`src/rtl/sdram_pkg.sv`:
```
// Shared types and default widths for the SDRAM Wishbone front end
// (arbiter and controller).
package sdram_pkg;

    // Default bus widths, shared with sdram_wb_controller
    localparam int SDRAM_AW = 24;
    localparam int SDRAM_DW = 16;

    // Arbiter transfer state
    typedef enum logic [1:0] {
        IDLE  = 2'd0,
        ISSUE = 2'd1,
        ACK   = 2'd2
    } arb_state_t;

    // Arbitration policy
    typedef enum logic {
        ARB_RR    = 1'b0,
        ARB_FIXED = 1'b1
    } arb_mode_e;

endpackage

```
`src/rtl/sdram_wb_arbiter_pick.sv`:
```
// Combinational winner selection. Round-robin starts searching one past
// the previous winner; fixed priority always starts at port 0.
module rr_arbiter_pick
    import sdram_pkg::*;
#(
    parameter  int NPORTS = 4,
    localparam int IW     = $clog2(NPORTS)
) (
    input  logic [NPORTS-1:0] req,
    input  logic [IW-1:0]     last_g,
    input  arb_mode_e         mode,
    output logic [NPORTS-1:0] grant,
    output logic              valid
);

    int            sum;
    logic [IW-1:0] idx;

    // Walk the ports in search order and keep the first requester found
    always_comb begin
        grant = '0;
        valid = 1'b0;
        sum   = 0;
        idx   = '0;
        for (int i = 0; i < NPORTS; i++) begin
            if (mode == ARB_FIXED) begin
                sum = i;
            end else begin
                sum = int'(last_g) + 1 + i;
                if (sum >= NPORTS) begin
                    sum = sum - NPORTS;
                end
            end
            idx = IW'(sum);
            if (!valid && req[idx]) begin
                grant[idx] = 1'b1;
                valid      = 1'b1;
            end
        end
    end

endmodule

```
`src/rtl/sdram_wb_arbiter.sv`:
```
// N-port Wishbone arbiter in front of the SDRAM controller. One classic
// single-beat cycle is forwarded at a time; the winner may keep the grant
// for up to MAX_HOLD back-to-back cycles.
module sdram_wb_arbiter
    import sdram_pkg::*;
#(
    parameter int NPORTS   = 4,
    parameter int AW       = SDRAM_AW,
    parameter int DW       = SDRAM_DW,
    parameter int SW       = DW / 8,
    parameter int ARB_MODE = 0,
    parameter int MAX_HOLD = 4
) (
    input  logic                 wb_clk_i,
    input  logic                 wb_rst_n_i,
    input  logic [NPORTS-1:0]    s_cyc_i,
    input  logic [NPORTS-1:0]    s_stb_i,
    input  logic [NPORTS-1:0]    s_we_i,
    input  logic [NPORTS*AW-1:0] s_adr_i,
    input  logic [NPORTS*DW-1:0] s_dat_i,
    input  logic [NPORTS*SW-1:0] s_sel_i,
    output logic [NPORTS-1:0]    s_ack_o,
    output logic [DW-1:0]        s_dat_o,
    output logic                 m_cyc_o,
    output logic                 m_stb_o,
    output logic                 m_we_o,
    output logic [AW-1:0]        m_adr_o,
    output logic [DW-1:0]        m_dat_o,
    output logic [SW-1:0]        m_sel_o,
    input  logic                 m_ack_i,
    input  logic [DW-1:0]        m_dat_i,
    output logic [NPORTS-1:0]    grant_o,
    output logic                 busy_o
);

    localparam int                IW       = $clog2(NPORTS);
    localparam int                HW       = $clog2(MAX_HOLD + 1);
    localparam logic [HW-1:0]     HOLD_MAX = HW'(MAX_HOLD);
    localparam logic [NPORTS-1:0] ONE      = NPORTS'(1);
    localparam arb_mode_e         MODE     = (ARB_MODE == 1) ? ARB_FIXED : ARB_RR;

    arb_state_t        state_q;
    arb_state_t        state_d;
    logic [IW-1:0]     last_g_q;
    logic [HW-1:0]     hold_cnt_q;
    logic              abort_q;

    logic [NPORTS-1:0] req;
    logic [NPORTS-1:0] pick_grant;
    logic              pick_valid;
    logic              hold_win;
    logic [NPORTS-1:0] win_oh;
    logic              win_valid;
    logic [IW-1:0]     win_idx;
    logic              cur_cyc;

    logic              do_grant;
    logic              do_capture;
    logic              do_release;
    logic              ack_ok;

    assign req      = s_cyc_i & s_stb_i;
    assign cur_cyc  = s_cyc_i[last_g_q];
    assign hold_win = (hold_cnt_q != '0) && req[last_g_q] && (hold_cnt_q < HOLD_MAX);
    assign win_oh   = hold_win ? (ONE << last_g_q) : pick_grant;
    assign win_valid = hold_win | pick_valid;
    assign busy_o   = (state_q != IDLE);

    rr_arbiter_pick #(
        .NPORTS (NPORTS)
    ) u_pick (
        .req    (req),
        .last_g (last_g_q),
        .mode   (MODE),
        .grant  (pick_grant),
        .valid  (pick_valid)
    );

    // Convert the one-hot winner to an index for the request mux
    always_comb begin
        win_idx = '0;
        for (int i = 0; i < NPORTS; i++) begin
            if (win_oh[i]) begin
                win_idx = IW'(i);
            end
        end
    end

    // State register
    always_ff @(posedge wb_clk_i or negedge wb_rst_n_i) begin
        if (!wb_rst_n_i) begin
            state_q <= IDLE;
        end else begin
            state_q <= state_d;
        end
    end

    // Next-state logic; ACK always falls back to IDLE so stale strobes are never seen
    always_comb begin
        state_d = state_q;
        case (state_q)
            IDLE:    if (win_valid) state_d = ISSUE;
            ISSUE:   if (m_ack_i)   state_d = ACK;
            ACK:     state_d = IDLE;
            default: state_d = IDLE;
        endcase
    end

    // Per-state control strobes; an ack is only returned if the owner never dropped cyc
    always_comb begin
        do_grant   = (state_q == IDLE) && win_valid;
        do_capture = (state_q == ISSUE) && m_ack_i;
        do_release = (state_q == ACK);
        ack_ok     = !abort_q && cur_cyc;
    end

    // Registered downstream request, read data, ack pulse and grant
    always_ff @(posedge wb_clk_i or negedge wb_rst_n_i) begin
        if (!wb_rst_n_i) begin
            m_cyc_o <= 1'b0;
            m_stb_o <= 1'b0;
            m_we_o  <= 1'b0;
            m_adr_o <= '0;
            m_dat_o <= '0;
            m_sel_o <= '0;
            s_dat_o <= '0;
            s_ack_o <= '0;
            grant_o <= '0;
        end else begin
            s_ack_o <= '0;
            if (do_grant) begin
                m_cyc_o <= 1'b1;
                m_stb_o <= 1'b1;
                m_we_o  <= s_we_i[win_idx];
                m_adr_o <= s_adr_i[int'(win_idx) * AW +: AW];
                m_dat_o <= s_dat_i[int'(win_idx) * DW +: DW];
                m_sel_o <= s_sel_i[int'(win_idx) * SW +: SW];
                grant_o <= win_oh;
            end
            if (do_capture) begin
                m_cyc_o <= 1'b0;
                m_stb_o <= 1'b0;
                s_dat_o <= m_dat_i;
                if (ack_ok) begin
                    s_ack_o <= grant_o;
                end
            end
            if (do_release) begin
                grant_o <= '0;
            end
        end
    end

    // Owner pointer, hold counter and abort tracking
    always_ff @(posedge wb_clk_i or negedge wb_rst_n_i) begin
        if (!wb_rst_n_i) begin
            last_g_q   <= IW'(NPORTS - 1);
            hold_cnt_q <= '0;
            abort_q    <= 1'b0;
        end else begin
            if (do_grant) begin
                last_g_q   <= win_idx;
                hold_cnt_q <= hold_win ? (hold_cnt_q + HW'(1)) : HW'(1);
                abort_q    <= 1'b0;
            end else if ((state_q == IDLE) && !cur_cyc) begin
                hold_cnt_q <= '0;
            end
            if ((state_q == ISSUE) && !cur_cyc) begin
                abort_q <= 1'b1;
            end
        end
    end

endmodule

```
`config.mk`:
```
export PLATFORM = sky130hd
export DESIGN_NAME = sdram_wb_arbiter
export DESIGN_NICKNAME = d
export VERILOG_FILES = /design/src/rtl/sdram_pkg.sv /design/src/rtl/sdram_wb_arbiter_pick.sv /design/src/rtl/sdram_wb_arbiter.sv
export SDC_FILE = /design/constraint.sdc
export NUM_CORES = 1
export LEC_CHECK = 0
export CAP_MARGIN = 20
export CORE_ASPECT_RATIO = 0.6
export CORE_UTILIZATION = 24
export CTS_CLUSTER_SIZE = 40
export DETAILED_ROUTE_END_ITERATION = 6
export GPL_TIMING_DRIVEN = 0
export PLACE_DENSITY_LB_ADDON = 0.2
export SYNTH_ARGS = -nofsm -noshare
export SYNTH_HDL_FRONTEND = slang
export SYNTH_HIERARCHICAL = 1
export SYNTH_SLANG_ARGS = --single-unit
```
`constraint.sdc`:
```
create_clock -name wb_clk_i -period 2.9 [get_ports wb_clk_i]
set_clock_uncertainty 0.1 [all_clocks]
set_input_delay 0.435 -clock wb_clk_i [delete_from_list [all_inputs] [get_ports wb_clk_i]]
set_output_delay 0.435 -clock wb_clk_i [all_outputs]
set_load 0.005 [all_outputs]
```
==> Yosys cells after proc, flatten, opt, wreduce, memory -nomap -nowiden <==
Index checks and enable logic that the tools add are counted.
{ "word_totals": {"output_inout_bits": 70, "regBits": 76, "input_bits": 199, "elab_cells": 129} }
{ "op_classes": {"n_mux": 52, "add_sub_neg": 9, "mul": 1, "magnitude_cmp": 15, "bitwise_logic": 5, "shift": 4, "n_reduce_logical": 27, "n_eq_ne": 4} }
{ "op_table": {"columns": ["op", "count"], "rows": [
  ["32-bit by 4-bit >= comparator with 1-bit output (second input constant)", 3],
  ["96-bit by 8-bit variable part select with 24-bit output", 1],
  ["64-bit by 7-bit variable part select with 16-bit output", 1],
  ["4-bit two-way mux", 9],
  ["1-bit two-way mux", 20],
  ["2-bit by 3-bit < comparator with 1-bit output (second input constant)", 6],
  ["2-bit two-way mux", 8],
  ["1-bit binary-select mux with 2-bit select", 7],
  ["1-bit logical AND", 14],
  ["4-bit bitwise OR", 3],
  ["2-bit nonzero test", 5],
  ["3-bit two-way mux", 3],
  ["3-bit by 2-bit adder with 4-bit output (second input constant)", 2],
  ["1-bit demux with 2-bit select", 4],
  ["2-bit by 1-bit >= comparator with 1-bit output (second input constant)", 4],
  ["8-bit by 4-bit variable part select with 2-bit output", 1],
  ["2-bit by 1-bit subtractor with 2-bit output (second input constant)", 4],
  ["1-bit zero test", 5],
  ["3-bit by 1-bit adder with 4-bit output (second input constant)", 1],
  ["4-bit bitwise AND", 1],
  ["2-bit by 2-bit multiplier with 4-bit output (second input constant)", 1],
  ["2-bit inequality test (second input constant)", 2],
  ["2-bit case mux with 2 select lines", 1],
  ["1-bit by 2-bit << shifter with 4-bit output (first input constant)", 1],
  ["other kinds (10)", 10]
]} }

==> Longest topological paths before layout <==
Gate-level depths: netlist of run 1.
{ "depth": {"depth_word": 21, "depth_mapped": 13} }

==> Cells and area by module <==
Netlist of run 1, hierarchy kept.
{ "modules_own_cells": {"columns": ["module", "cells_per_inst", "area_each_um2", "n_inst"], "rows": [
  ["sdram_wb_arbiter", 498, 4506.8, 1],
  ["rr_arbiter_pick", 43, 300.3, 1]
]} }

==> Worst setup path before layout of run 1 <==
OpenSTA, ideal clock, no wires.
{ "synth_timing": {"path_type": "input to register", "startpoint": "input s_cyc_i[2]", "endpoint": "register m_adr_o[12]", "setup_slack_ns": -0.054, "setup_time_ns": 0.156, "arrival_ns": 2.698, "t_required_ns": 2.644, "stages": 12, "path_cell_list": "and2_1 -> buf_6 -> o21bai_1 -> a21oi_1 -> o2bb2ai_1 -> a22o_1 -> a22o_1 -> a221oi_4 -> buf_6 -> mux2_2 -> nand3_1 -> a41oi_2"} }
{ "synth_via": {"elab_chain_cells": 19} }
{ "synth_rtl": {"columns": ["element", "line_no", "source"], "rows": [
  ["from (decl)", "sdram_wb_arbiter.sv:16", "input logic [NPORTS-1:0] s_cyc_i,"],
  ["4-bit bitwise AND (*)", "sdram_wb_arbiter.sv:62", "assign req = s_cyc_i & s_stb_i;"],
  ["1-bit binary-select mux with 2-bit select", "sdram_wb_arbiter_pick.sv:35", "if (!valid && req[idx]) begin"],
  ["1-bit two-way mux (implied by the code)", "sdram_wb_arbiter_pick.sv:35", null],
  ["1-bit two-way mux", "sdram_wb_arbiter_pick.sv:35", null],
  ["1-bit zero test", "sdram_wb_arbiter_pick.sv:35", null],
  ["1-bit logical AND", "sdram_wb_arbiter_pick.sv:35", null],
  ["1-bit two-way mux", "sdram_wb_arbiter_pick.sv:35", null],
  ["1-bit zero test", "sdram_wb_arbiter_pick.sv:35", null],
  ["(+3 left out)", null, null],
  ["1-bit logical AND", "sdram_wb_arbiter_pick.sv:35", null],
  ["4-bit two-way mux (*)", "sdram_wb_arbiter_pick.sv:35", null],
  ["net pick_grant[1]", "sdram_wb_arbiter.sv:49", "logic [NPORTS-1:0] pick_grant;"],
  ["4-bit two-way mux (*)", "sdram_wb_arbiter.sv:65", "assign win_oh = hold_win ? (ONE << last_g_q) : pick_grant;"],
  ["1-bit two-way mux (*)", "sdram_wb_arbiter.sv:83", "if (win_oh[i]) begin"],
  ["2-bit two-way mux (*) (2 in a row)", "sdram_wb_arbiter.sv:83", null],
  ["2-bit by 2-bit multiplier with 4-bit output (*)", "sdram_wb_arbiter.sv:135", "m_adr_o <= s_adr_i[int'(win_idx) * AW +: AW];"],
  ["96-bit by 8-bit variable part select with 24-bit output (*)", "sdram_wb_arbiter.sv:135", null],
  ["to (signal assigned)", "sdram_wb_arbiter.sv:135", null],
  ["to (decl)", "sdram_wb_arbiter.sv:27", "output logic [AW-1:0] m_adr_o,"]
]} }
The timed path passes the listed nets; every way through them passes the cells marked *. The select of a mux whose other input is x is not followed.
A chain may end at the register's enable or synchronous reset.

==> Final worst setup path of run 1 <==
{ "layout_timing": {"startpoint": "register last_g_q[1]", "endpoint": "register m_sel_o[0]"} }
{ "layout_via": {"elab_chain_cells": 20} }
{ "layout_rtl": {"columns": ["element", "line_no", "source"], "rows": [
  ["from (decl)", "sdram_wb_arbiter.sv:44", "logic [IW-1:0] last_g_q;"],
  ["from (signal assigned)", "sdram_wb_arbiter.sv:157", "last_g_q <= IW'(NPORTS - 1);"],
  ["from (signal assigned)", "sdram_wb_arbiter.sv:162", "last_g_q <= win_idx;"],
  ["2-bit by 1-bit adder with 3-bit output (*)", "sdram_wb_arbiter_pick.sv:29", "sum = int'(last_g) + 1 + i;"],
  ["parallel branches: the longest is 13 deep, another holds 32-bit by 4-bit >= comparator with 1-bit output", null, null],
  ["4-bit two-way mux (*)", "sdram_wb_arbiter_pick.sv:35", null],
  ["net pick_grant[1]", "sdram_wb_arbiter.sv:49", null],
  ["4-bit two-way mux (*)", "sdram_wb_arbiter.sv:65", null],
  ["1-bit two-way mux (*)", "sdram_wb_arbiter.sv:83", null],
  ["2-bit two-way mux (*) (2 in a row)", "sdram_wb_arbiter.sv:83", null],
  ["8-bit by 4-bit variable part select with 2-bit output (*)", "sdram_wb_arbiter.sv:137", "m_sel_o <= s_sel_i[int'(win_idx) * SW +: SW];"],
  ["to (signal assigned)", "sdram_wb_arbiter.sv:137", null],
  ["to (decl)", "sdram_wb_arbiter.sv:29", "output logic [SW-1:0] m_sel_o,"]
]} }
Mark *: on every way through the listed nets, which the timed path passes. The select of a mux whose other input is x is not followed.

==> impl_metrics.env, run 1 <==
export IMPL_global_route_usage_met2_pct=30.0
export IMPL_drt_pre_antenna_iters=4
export IMPL_worstReg2RegEnd="m_sel_o[0]$_DFFE_PN0P_"
export IMPL_globalplace_congestion=0.798
export IMPL_timing_critical_path_cells="buf_6 -> buf_4 -> o21bai_1 -> a21oi_1 -> o2bb2ai_1 -> a22o_1 -> a22o_1 -> a221oi_4 -> buf_12 -> buf_12 -> buf_16 -> mux2_4 -> nand3_2 -> a41oi_2"
export IMPL_cell_with_the_biggest_individual_delay_on_the_critical_path="sky130_fd_sc_hd__dfstp_2"
export IMPL_drtIter0Drc=263
export IMPL_slew_of_the_pin_with_the_lowest_slew_margin_ns=0.602
export IMPL_hold_path_cell_count=2
export IMPL_regToRegSetupSlack_ns=-0.18
export IMPL_failed_checks="negative setup slack"
export IMPL_leak_pwr_nw=3.67
export IMPL_port_buffers=268
export IMPL_clockBufferDepth=2
export IMPL_synth_nets=742
export IMPL_worst_slack_ns=-0.177
export IMPL_slew_limit_headroom_pct=59.5
export IMPL_fp_coreArea_um2=19300
export IMPL_syn_inst=541
export IMPL_rows=39
export IMPL_grt_max_degree=43
export IMPL_syn_area_um2=4810
export IMPL_p_int_mw=5.19
export IMPL_detail_route_antenna_nets=0
export IMPL_global_route_peak_usage_layer="met2"
export IMPL_average_wire_length_per_cell_after_detail_routing_um=18.7
export IMPL_final_hold_viol_count=0
export IMPL_yosysTopAreaCellShare_pct=38.5
export IMPL_cp_end_kind="register"
export IMPL_grt_antenna_before_repair=0
export IMPL_place_ws_ns=-1.36
export IMPL_synthFlopType="sky130_fd_sc_hd__dfrtp_1"
export IMPL_cts_tree="yes"
export IMPL_switching_share_pct=41.3
export IMPL_synth_ff_latch_count=76
export IMPL_power_switching_mw=3.64
export IMPL_crit_family="compound AO/OA/AOI/OAI gates"
export IMPL_setup_worst_path_start_class="register"
export IMPL_worst_hold_startpoint="s_dat_o[5]$_DFFE_PN0P_"
export IMPL_grt_use_met1_pct=28.6
export IMPL_cp_data_arrival_time_ns=3.17
export IMPL_cp_buffers_inverters=5
export IMPL_cp_required_ns=2.99
export IMPL_dominant_combinational_cell_family_by_area_after_synthesis="simple AND/OR/NAND/NOR gates"
export IMPL_sequential_power_share_pct=21.6
export IMPL_r2r_worst_path_cells=14
export IMPL_syn_to_final_growth_pct=85.8
export IMPL_synth_compound_gate_area_share_pct=18.0
export IMPL_layout_drive_gt1_share_pct=23.5
export IMPL_period_share_pct=106
export IMPL_drv_max_cap_violation_count=0
export IMPL_crit_reg2reg_launch="last_g_q[1]$_DFFE_PN1P_"
export IMPL_timing_final_crit_period_ns=3.08
export IMPL_outcome="finished, violations left"
export IMPL_grt_pass1_vias=5622
export IMPL_synthDistinctLibCells=51
export IMPL_yosys_area_share_adder_pct=0.521
export IMPL_die_height_um=112
export IMPL_remaining_routing_drc_violations=0
export IMPL_async_reset_ff_share_pct=100
export IMPL_max_clock_freq_mhz=325
export IMPL_vdd_ir_drop_max_mv=0.342
export IMPL_clkLatencyLatePin_ns=0.33
export IMPL_synth_simple_gate_area_share_pct=24.2
export IMPL_seq_total_area_yosys_pct=39.6
export IMPL_fillerInstances=1869
export IMPL_cts_made_buffers=9
export IMPL_drt_vias_per_instance=4.82
export IMPL_htree_num_levels=3
export IMPL_die_width_um=185
export IMPL_insertedDiodeCount=0
export IMPL_power_clock_fraction_pct=13.4
export IMPL_holdPathEnd="s_dat_o[5]$_DFFE_PN0P_"
export IMPL_critPathMaxStageDelay_ns=0.43
export IMPL_min_path_type="reg2reg"
export IMPL_grt_use_met3_pct=6.15
export IMPL_clock_pin_transition_on_the_worst_setup_and_hold_timing_paths_ns=0.06
export IMPL_clock_sinks=76
export IMPL_start_util_pct=24.9
export IMPL_synth_enable_flop_cells=0
export IMPL_synthXorXnorAreaFrac_pct=0
export IMPL_synthMuxAreaShare_pct=11.4
export IMPL_synth_yosys_warnings=6
export IMPL_grt_overflow_total=0
export IMPL_detailroute_via_count=5395
export IMPL_power_mw=8.83
export IMPL_grt_total_usage_pct=20.1
export IMPL_io_pin_count=269
export IMPL_place_hpwl_um=15100
export IMPL_dieArea_um2=20600
export IMPL_setup_violations=43
export IMPL_rsz0062_at_grt="yes"
export IMPL_report_final_slew_viol_count=0
export IMPL_cts_root_buffer_cell="sky130_fd_sc_hd__clkbuf_16"
export IMPL_synth_largest_area_cell="sky130_fd_sc_hd__dfrtp_1"
export IMPL_synth_avg_cell_area_um2=8.89
export IMPL_worstPathMaxFanout=8
export IMPL_finish_net_count=1050
export IMPL_ys_top_cells_by_area="sky130_fd_sc_hd__dfrtp_1 (39%), sky130_fd_sc_hd__nand3_1 (9.2%), sky130_fd_sc_hd__mux2_2 (8.0%)"
export IMPL_first_pass_grt_wire_length_um=31800
export IMPL_worstSetupPathType="reg2reg"
export IMPL_power_density_over_cell_area_nw_per_um2=988
export IMPL_routed_wire_length_um=20900
export IMPL_power_frac_comb_pct=65.0
repair_timing:
item	4_1_cts	5_1_grt
resized for setup	61	81
cloned	2	0
hold buffers	1	0
hold endpoints to repair	34	0
setup endpoints to repair	48	50
buffers inserted	20	5
pin swaps	11	4
synthesized netlist by cell type, types with 2 or more instances:
cell type                   number
sky130_fd_sc_hd__a211o_1         2
sky130_fd_sc_hd__a211oi_2        2
sky130_fd_sc_hd__a21oi_1         4
sky130_fd_sc_hd__a22o_1          5
sky130_fd_sc_hd__a31oi_1         6
sky130_fd_sc_hd__a32o_1          2
sky130_fd_sc_hd__a41oi_1        28
sky130_fd_sc_hd__a41oi_2        15
sky130_fd_sc_hd__and2_1          7
sky130_fd_sc_hd__buf_1           4
sky130_fd_sc_hd__buf_2           5
sky130_fd_sc_hd__buf_6           8
sky130_fd_sc_hd__clkbuf_1       27
sky130_fd_sc_hd__dfrtp_1        74
sky130_fd_sc_hd__dfstp_2         2
sky130_fd_sc_hd__ha_1            2
sky130_fd_sc_hd__inv_1          15
sky130_fd_sc_hd__mux2_1          9
sky130_fd_sc_hd__mux2_2         34
sky130_fd_sc_hd__mux2i_1         4
sky130_fd_sc_hd__nand2_1        99
sky130_fd_sc_hd__nand3_1        88
sky130_fd_sc_hd__nor2_1         54
sky130_fd_sc_hd__nor2b_1         2
sky130_fd_sc_hd__nor3_1          4
sky130_fd_sc_hd__nor3b_1         3
sky130_fd_sc_hd__o21ai_0         5
sky130_fd_sc_hd__o21bai_1        4
sky130_fd_sc_hd__o22ai_1         4
sky130_fd_sc_hd__o2bb2ai_1       2
worst register-to-register path: cells and delay by family (launching register included):
family | cells | cell delay, ns
AOI/OAI and AO/OA | 7 | 1.30
and+or+nand+nor | 1 | 0.08
buffers and inverters | 5 | 0.72
muxes | 1 | 0.30
DFF | 1 | 0.43
worst max-delay path by stage:
stage                                 start                 endpoint  slack (ns)  cells after the start
floorplan           last_g_q[1]$_DFFE_PN1P_  m_adr_o[12]$_DFFE_PN0P_        0.02                     10
global placement                 wb_rst_n_i  m_dat_o[10]$_DFFE_PN0P_       -1.76                      1
detailed placement               s_cyc_i[0]  m_adr_o[21]$_DFFE_PN0P_       -1.36                     11
CTS                 last_g_q[1]$_DFFE_PN1P_   m_sel_o[0]$_DFFE_PN0P_       -0.13                     13
global route        last_g_q[1]$_DFFE_PN1P_   m_adr_o[5]$_DFFE_PN0P_       -0.27                     11
finish              last_g_q[1]$_DFFE_PN1P_   m_sel_o[0]$_DFFE_PN0P_       -0.18                     14
routing by layer:
metal	vias to the layer above	part of all wire [%]
met5	-	0
met3	15	8.8
met4	0	0.97
met1	2608	48
met2	206	42
li1	2566	-
placed cells by master, fill, tap and decap left out, drive strengths merged, types with 2 or more instances in the layout:
cell / Yosys / routed
o21bai: 4 / 4
dfrtp: 74 / 74
clkdlybuf4s50: 0 / 263
a211o: 2 / 2
nand3: 88 / 88
a22o: 5 / 5
dlygate4sd2: 0 / 4
o22ai: 4 / 4
nand2: 99 / 99
clkinv: 1 / 3
ha: 2 / 2
nor2: 55 / 55
a211oi: 2 / 2
a31oi: 6 / 6
nor3: 4 / 4
inv: 15 / 16
dfstp: 2 / 2
a41oi: 43 / 43
a21oi: 4 / 4
nor2b: 3 / 3
o21ai: 6 / 6
buf: 18 / 45
mux2i: 4 / 4
a32o: 2 / 2
clkbuf: 27 / 40
o2bb2ai: 2 / 2
nor3b: 3 / 3
mux2: 43 / 43
and2: 8 / 8
metrics by stage:
step	instances	utilization, %	area [um^2]	setup TNS, ns	hold slack [ns]
detailed placement	1077	40.7	7860	-55.90	0.346
finish	1120	46.2	8930	-4.63	0.374
global placement	1075	40.5	7830	-186.33	0.357
floorplan	541	-	4810	0	0.0394
CTS	1115	44.4	8590	-3.52	0.376
global route	1120	46.2	8930	-8.71	0.404
state kept, by name (all words and copies together) (netlist names):
signal,flops
abort_q,1
grant_o,4
hold_cnt_q,3
last_g_q,2
m_adr_o,24
m_dat_o,16
m_sel_o,2
m_stb_o,1
m_we_o,1
s_ack_o,4
s_dat_o,16
state_q,2
power groups by stage:
stage	combinational (mW)	sequential [mW]	clock (mW)
2_1_floorplan	2.60	1.91	0
3_3_place_gp	4.82	1.91	0
3_5_place_dp	4.83	1.91	0
4_1_cts	5.39	1.90	1.23
5_1_grt	6.22	1.97	1.27
6_report	5.74	1.90	1.18
logic make-up (layout without fill, tap and decap cells):
kind of cell	Yosys count	in the layout
adders and majority gates	2	2
muxes	48	48
DFF	76	76
AOI/OAI and AO/OA	90	90
other	1	1
and+or+nand+nor	263	263
buffers and inverters	61	374
layout make-up:
cell class	count	area (um^2)	share of cell area [%]
repair buffers	298	3010	33.7
multi-input cells	404	2990	33.5
flip-flops and latches	76	1900	21.3
well taps	266	333	3.73
plain buffers	44	327	3.66
clock buffers	11	243	2.72
inverters	16	65.1	0.728
clock inverters	5	60.1	0.672
No activity file was read; power rests on OpenSTA's default activity.
==> run 2: changes to the inputs <==
--- a/config.mk
+++ b/config.mk
@@ -5,6 +5,8 @@
 export SDC_FILE = /design/constraint.sdc
 export NUM_CORES = 1
 export LEC_CHECK = 0
+export ABC_AREA = 1
+export ABC_CLOCK_PERIOD_IN_PS = 3440
 export CAP_MARGIN = 20
 export CORE_ASPECT_RATIO = 0.6
 export CORE_UTILIZATION = 24
==> constraint.sdc (replaced) <==
create_clock -name wb_clk_i -period 3.44 [get_ports wb_clk_i]
set_clock_uncertainty 0.1 [all_clocks]
set_input_delay 0.516 -clock wb_clk_i [delete_from_list [all_inputs] [get_ports wb_clk_i]]
set_output_delay 0.516 -clock wb_clk_i [all_outputs]
set_load 0.005 [all_outputs]
==> impl_metrics.env, run 2 <==
export IMPL_outcome="finished, final reports clean"
export IMPL_syn_area_um2=5710
export IMPL_rows=43
export IMPL_async_reset_ff_share_pct=100
export IMPL_detailroute_via_count=6579
export IMPL_rsz0062_at_grt="no"
export IMPL_start_util_pct=24.6
export IMPL_commonest_non_fill_non_tap_cell_in_the_layout="sky130_fd_sc_hd__nand2_1"
export IMPL_power_density_over_cell_area_nw_per_um2=1070
export IMPL_setup_violations=0
export IMPL_routed_wire_length_um=23200
export IMPL_grt_total_usage_pct=19.0
export IMPL_clock_sinks=76
export IMPL_worstSetupPathType="reg2reg"
export IMPL_yosys_area_share_adder_pct=0.439
export IMPL_worstPathMaxFanout=11
export IMPL_slew_of_the_pin_with_the_lowest_slew_margin_ns=0.645
export IMPL_dieArea_um2=24400
export IMPL_grt_overflow_total=0
export IMPL_clock_pin_transition_on_the_worst_setup_and_hold_timing_paths_ns=0.07
export IMPL_clockBufferDepth=2
export IMPL_timing_final_crit_period_ns=3.11
export IMPL_layout_core_utilization_pct=39.4
export IMPL_dominant_combinational_cell_family_by_area_after_synthesis="simple AND/OR/NAND/NOR gates"
export IMPL_vdd_ir_drop_max_mv=0.559
export IMPL_report_final_slew_viol_count=0
export IMPL_min_path_type="in2async"
export IMPL_layout_cells_most_common_list="sky130_fd_sc_hd__nand2_1 (355), sky130_fd_sc_hd__clkdlybuf4s50_1 (267), sky130_fd_sc_hd__nor2_1 (131), sky130_fd_sc_hd__inv_1 (127), sky130_fd_sc_hd__dfrtp_1 (74)"
export IMPL_seq_total_area_yosys_pct=33.4
export IMPL_finish_net_count=1420
export IMPL_drtIter0Drc=395
export IMPL_worstReg2RegEnd="m_adr_o[3]$_DFFE_PN0P_"
export IMPL_r2r_worst_path_cells=17
export IMPL_crit_family="simple AND/OR/NAND/NOR gates"
export IMPL_synth_simple_gate_area_share_pct=48.3
export IMPL_largest_registers="m_adr_o (24), m_dat_o (16), s_dat_o (16)"
export IMPL_netlist_top_cells_count="sky130_fd_sc_hd__nand2_1 (355), sky130_fd_sc_hd__nor2_1 (131), sky130_fd_sc_hd__inv_1 (127), sky130_fd_sc_hd__dfrtp_1 (74), sky130_fd_sc_hd__nand3b_1 (43)"
export IMPL_htree_num_levels=3
export IMPL_period_share_pct=90.4
export IMPL_port_buffers=268
export IMPL_most_repeated_library_cell_on_the_critical_path="sky130_fd_sc_hd__nand2_1"
export IMPL_cp_startpoint="last_g_q[0]$_DFFE_PN1P_"
export IMPL_leak_pwr_nw=4.56
export IMPL_synthMostInstantiatedCell="sky130_fd_sc_hd__nand2_1"
export IMPL_inst_count_dp=1523
export IMPL_finish_cell_count_without_fillers=1540
export IMPL_clkLatencyLatePin_ns=0.35
export IMPL_average_wire_length_per_cell_after_detail_routing_um=15.1
export IMPL_cts_root_buffer_cell="sky130_fd_sc_hd__clkbuf_16"
export IMPL_cp_data_arrival_time_ns=3.26
export IMPL_die_height_um=121
export IMPL_slew_limit_headroom_pct=57.0
export IMPL_synth_ff_latch_count=76
export IMPL_syn_inst=936
export IMPL_synth_largest_area_cell="sky130_fd_sc_hd__dfrtp_1"
export IMPL_grt_antenna_before_repair=2
export IMPL_largest_register_ffs=24
export IMPL_yosysTopAreaCellShare_pct=32.5
export IMPL_syn_to_final_growth_pct=60.2
export IMPL_drt_pre_antenna_iters=5
export IMPL_synthXorXnorAreaFrac_pct=0
export IMPL_ys_top_cells_by_area="sky130_fd_sc_hd__dfrtp_1 (32%), sky130_fd_sc_hd__nand2_1 (23%), sky130_fd_sc_hd__nor2_1 (8.6%)"
export IMPL_globalplace_congestion=0.811
export IMPL_setup_worst_path_start_class="register"
export IMPL_synth_yosys_warnings=6
export IMPL_synth_enable_flop_cells=0
export IMPL_synthDistinctLibCells=33
export IMPL_cell_with_the_biggest_individual_delay_on_the_critical_path="sky130_fd_sc_hd__dfstp_2"
export IMPL_io_pin_count=269
export IMPL_regToRegSetupSlack_ns=0.33
export IMPL_max_clock_freq_mhz=321
export IMPL_fp_coreArea_um2=23200
export IMPL_critPathMaxStageDelay_ns=0.67
export IMPL_final_hold_viol_count=0
export IMPL_crit_reg2reg_launch="last_g_q[0]$_DFFE_PN1P_"
export IMPL_cts_made_buffers=9
export IMPL_layout_drive_gt1_share_pct=6.21
export IMPL_grt_max_degree=50
export IMPL_detail_route_antenna_nets=0
export IMPL_drt_vias_per_instance=4.27
export IMPL_die_width_um=201
export IMPL_cp_buffers_inverters=4
export IMPL_registers_top_by_ff_count="m_adr_o"
export IMPL_drv_max_cap_violation_count=0
export IMPL_remaining_routing_drc_violations=0
export IMPL_synth_compound_gate_area_share_pct=4.58
export IMPL_cp_end_kind="register"
export IMPL_cp_required_ns=3.58
export IMPL_first_pass_grt_wire_length_um=35000
export IMPL_place_hpwl_um=18300
export IMPL_synthFlopType="sky130_fd_sc_hd__dfrtp_1"
export IMPL_grt_pass1_vias=6165
export IMPL_synthMuxAreaShare_pct=0
export IMPL_cts_tree="yes"
export IMPL_synth_avg_cell_area_um2=6.10
export IMPL_timing_critical_path_cells="inv_2 -> nand2_1 -> nand2_1 -> nor2_2 -> nand2_1 -> nand2_2 -> inv_2 -> nand3_1 -> nand3_1 -> inv_1 -> o21bai_1 -> nand2_2 -> nand2_2 -> buf_1 -> nand4_1 -> nand2_1 -> a21oi_1"
-- run 2: report_power, final --
group | total (mW) | switching [mW] | internal [mW]
sequential | 1.61 | 0.255 | 1.36
combinational | 7.13 | 4.43 | 2.70
clock | 1.05 | 0.463 | 0.583
total | 9.79 | 5.14 | 4.65
-- run 2: per-stage QoR --
| stage | total power, mW | hold slack (ns) | setup slack [ns] | TNS [ns] | cell area, um^2 |
|---|---|---|---|---|---|
| after global routing | 10.8 | 0.0177 | 0.0427 | 0 | 9140 |
| final | 9.79 | 0.0103 | 0.329 | 0 | 9140 |
| after global placement | 8.77 | 0.363 | -1.46 | -107.82 | 8790 |
| after floorplan | 6.08 | 0.120 | 0.991 | 0 | 5720 |
| after detailed placement | 8.83 | 0.369 | -0.0539 | -0.669 | 8820 |
| after CTS | 9.93 | 0.00693 | 0.260 | 0 | 9130 |
-- run 2: final cells by class --
cell class,count,area [um^2]
antenna,1,2.50
clock inverter,7,87.6
multi-input combinational,679,3060
inverter,134,503
buffer,50,250
clock buffer,9,225
tap,315,394
fill,2499,14000
sequential,76,1900
timing repair buffer,269,2710
-- run 2: worst max-delay path by stage --
stage / end / slack [ns] / depth (start not counted)
after global placement: m_adr_o[18]$_DFFE_PN0P_ / -1.46 / 1
final: m_adr_o[3]$_DFFE_PN0P_ / 0.33 / 17
after detailed placement: m_dat_o[0]$_DFFE_PN0P_ / -0.05 / 20
after CTS: m_dat_o[0]$_DFFE_PN0P_ / 0.26 / 17
after floorplan: m_adr_o[10]$_DFFE_PN0P_ / 0.99 / 19
after global routing: m_dat_o[15]$_DFFE_PN0P_ / 0.04 / 17
-- run 2: what timing repair did --
action                     in CTS  in global routing
setup endpoints to repair       0                  2
gates resized for setup         0                  1
hold buffers                    0                  0
hold endpoints to repair        0                  0
buffers inserted                0                  0
-- run 2: per-layer routing --
metal,routed length (um),GRT usage [%],vias up
met2,9120,26.6,223
met3,1690,5.88,26
li1,-,-,3427
met4,402,5.01,2
met1,12000,27.5,2901
met5,13,0,-
-- run 2: kinds of logic after synthesis --
kind of cell / Yosys count
other: 1
buffers and inverters: 184
AO/OA/AOI/OAI: 49
AND/OR/NAND/NOR: 624
flip-flops: 76
adder cells (fa/ha/maj): 2
==> run 3: changes to the inputs <==
--- a/config.mk
+++ b/config.mk
@@ -12,7 +12,6 @@
 export CORE_UTILIZATION = 24
 export CTS_CLUSTER_SIZE = 40
 export DETAILED_ROUTE_END_ITERATION = 6
-export GPL_TIMING_DRIVEN = 0
 export PLACE_DENSITY_LB_ADDON = 0.2
 export SYNTH_ARGS = -nofsm -noshare
 export SYNTH_HDL_FRONTEND = slang
==> impl_metrics.env, run 3 (synthesis results as in run 2) <==
export IMPL_outcome="finished, final reports clean"
export IMPL_detailroute_via_count=6532
export IMPL_remaining_routing_drc_violations=0
export IMPL_syn_to_final_growth_pct=59.2
export IMPL_finish_net_count=1390
export IMPL_worstPathMaxFanout=22
export IMPL_hold_path_cell_count=2
export IMPL_io_pin_count=269
export IMPL_cts_made_buffers=9
export IMPL_grt_antenna_before_repair=1
export IMPL_crit_reg2reg_launch="last_g_q[0]$_DFFE_PN1P_"
export IMPL_globalplace_congestion=0.875
export IMPL_cp_required_ns=3.61
export IMPL_die_height_um=121
export IMPL_holdPathEnd="s_dat_o[12]$_DFFE_PN0P_"
export IMPL_cp_end_kind="register"
export IMPL_post_cts_resized_instances=0
export IMPL_registers_top_by_ff_count="m_adr_o"
export IMPL_clkLatencyLatePin_ns=0.35
export IMPL_routed_wire_length_um=22300
export IMPL_place_ws_ns=0.329
export IMPL_drv_max_cap_violation_count=0
export IMPL_detail_route_antenna_nets=0
export IMPL_place_hpwl_um=16600
export IMPL_worst_hold_startpoint="s_dat_o[12]$_DFFE_PN0P_"
export IMPL_clock_sinks=76
export IMPL_timing_final_crit_period_ns=2.83
export IMPL_layout_drive_gt1_share_pct=5.78
export IMPL_r2r_worst_path_cells=17
export IMPL_htree_num_levels=3
export IMPL_fin_tns_setup_ns=0
export IMPL_worst_slack_ns=0.607
export IMPL_fillerInstances=2504
export IMPL_cp_data_arrival_time_ns=3.01
export IMPL_rsz0062_at_grt="no"
export IMPL_regToRegSetupSlack_ns=0.61
export IMPL_report_final_slew_viol_count=0
export IMPL_grt_max_degree=62
export IMPL_final_hold_viol_count=0
export IMPL_clockBufferDepth=2
export IMPL_average_wire_length_per_cell_after_detail_routing_um=14.7
export IMPL_dieArea_um2=24400
export IMPL_slew_of_the_pin_with_the_lowest_slew_margin_ns=0.723
export IMPL_grt_pass1_vias=6196
export IMPL_largest_register_ffs=24
export IMPL_start_util_pct=24.6
export IMPL_layout_cells_most_common_list="sky130_fd_sc_hd__nand2_1 (355), sky130_fd_sc_hd__clkdlybuf4s50_1 (267), sky130_fd_sc_hd__nor2_1 (131), sky130_fd_sc_hd__inv_1 (127), sky130_fd_sc_hd__dfrtp_1 (74)"
export IMPL_grt_overflow_total=0
export IMPL_min_path_type="reg2reg"
export IMPL_vdd_ir_drop_max_mv=0.555
export IMPL_power_density_over_cell_area_nw_per_um2=1050
export IMPL_die_width_um=201
export IMPL_worstReg2RegEnd="m_dat_o[6]$_DFFE_PN0P_"
export IMPL_leak_pwr_nw=4.52
export IMPL_largest_registers="m_adr_o (24), m_dat_o (16), s_dat_o (16)"
export IMPL_rows=43
export IMPL_inst_count_dp=1492
export IMPL_drt_pre_antenna_iters=4
export IMPL_slew_limit_headroom_pct=51.8
export IMPL_port_buffers=268
export IMPL_fp_coreArea_um2=23200
export IMPL_first_pass_grt_wire_length_um=35000
export IMPL_worstSetupPathType="reg2reg"
export IMPL_finish_cell_count_without_fillers=1510
export IMPL_grt_total_usage_pct=18.5
export IMPL_clock_pin_transition_on_the_worst_setup_and_hold_timing_paths_ns=0.07
export IMPL_drt_vias_per_instance=4.33
export IMPL_setup_worst_path_start_class="register"
export IMPL_period_share_pct=82.4
export IMPL_max_clock_freq_mhz=353
export IMPL_cts_root_buffer_cell="sky130_fd_sc_hd__clkbuf_16"
export IMPL_setup_violations=0
export IMPL_commonest_non_fill_non_tap_cell_in_the_layout="sky130_fd_sc_hd__nand2_1"
export IMPL_cts_tree="yes"
export IMPL_drtIter0Drc=326
export IMPL_hold_ws_ns=0.378
## run 3: cell types whose count changed in the layout (fill, tap and decap cells not counted), sizes merged
cell / before / now
clkbuf: 26 / 9
buf: 35 / 21
dlygate4sd3: 0 / 1
## run 3: worst max-delay path by stage
stage,start,to,slack [ns],cells past startpoint
4_1_cts,last_g_q[0]$_DFFE_PN1P_,m_dat_o[6]$_DFFE_PN0P_,0.62,17
2_1_floorplan,last_g_q[0]$_DFFE_PN1P_,m_adr_o[10]$_DFFE_PN0P_,0.99,19
6_report,last_g_q[0]$_DFFE_PN1P_,m_dat_o[6]$_DFFE_PN0P_,0.61,17
5_1_grt,last_g_q[0]$_DFFE_PN1P_,m_adr_o[6]$_DFFE_PN0P_,0.30,19
3_3_place_gp,s_cyc_i[3],m_dat_o[13]$_DFFE_PN0P_,0.42,22
3_5_place_dp,s_cyc_i[3],m_we_o$_DFFE_PN0P_,0.33,19
## run 3: routing by layer
layer  wire length [um]  up-vias  track usage (%)
met5                  0        -                0
met4                240        0             3.96
met3               1730       18             5.50
met2               8950      231             26.1
met1              11300     2928             27.2
li1                   -     3355                -
## run 3: metrics by stage
stage                     util (%)  instance area (um^2)  power [mW]
after global placement        37.8                  8760        8.61
final                         39.2                  9080        9.58
after CTS                     39.2                  9080        9.72
after detailed placement      37.8                  8760        8.63
after floorplan                  -                  5720        6.08
after global routing          39.2                  9080        10.6
## run 3: cell type report
cell class / count / area (um^2) / area share [%]
flip-flops and latches: 76 / 1900 / 21.0
clock buffers: 9 / 225 / 2.48
clock inverters: 7 / 87.6 / 0.964
repair buffers: 289 / 2900 / 32.0
multi-input cells: 679 / 3060 / 33.7
diodes: 1 / 2.50 / 0.0275
inverters: 134 / 503 / 5.54
well taps: 315 / 394 / 4.34
## run 3: worst max-delay path, cell delays in order, from the launching register on
cell	delay [ns]
sky130_fd_sc_hd__dfstp_2	0.69
sky130_fd_sc_hd__inv_2	0.09
sky130_fd_sc_hd__nand2_1	0.09
sky130_fd_sc_hd__nand2_1	0.06
sky130_fd_sc_hd__nor2_2	0.16
sky130_fd_sc_hd__nand2_1	0.09
sky130_fd_sc_hd__nand2_2	0.13
sky130_fd_sc_hd__inv_2	0.07
sky130_fd_sc_hd__nand3_1	0.08
sky130_fd_sc_hd__nand3_1	0.08
sky130_fd_sc_hd__inv_1	0.07
sky130_fd_sc_hd__nand2_2	0.08
sky130_fd_sc_hd__nand2_4	0.12
sky130_fd_sc_hd__nand2_4	0.20
sky130_fd_sc_hd__buf_4	0.26
sky130_fd_sc_hd__nor2_1	0.16
sky130_fd_sc_hd__nand2_1	0.07
sky130_fd_sc_hd__a21oi_1	0.15
## run 3: power breakdown
part	internal, mW	leakage [nW]	switching (mW)
Clock	0.582	0.155	0.453
Combinational	2.71	3.45	4.20
Sequential	1.36	0.917	0.267
## run 3: repair_timing
| item | 4_1_cts | 5_1_grt |
|---|---|---|
| endpoints found under the hold margin | 13 | 0 |
| hold buffers | 1 | 0 |
| setup buffers | 0 | 0 |
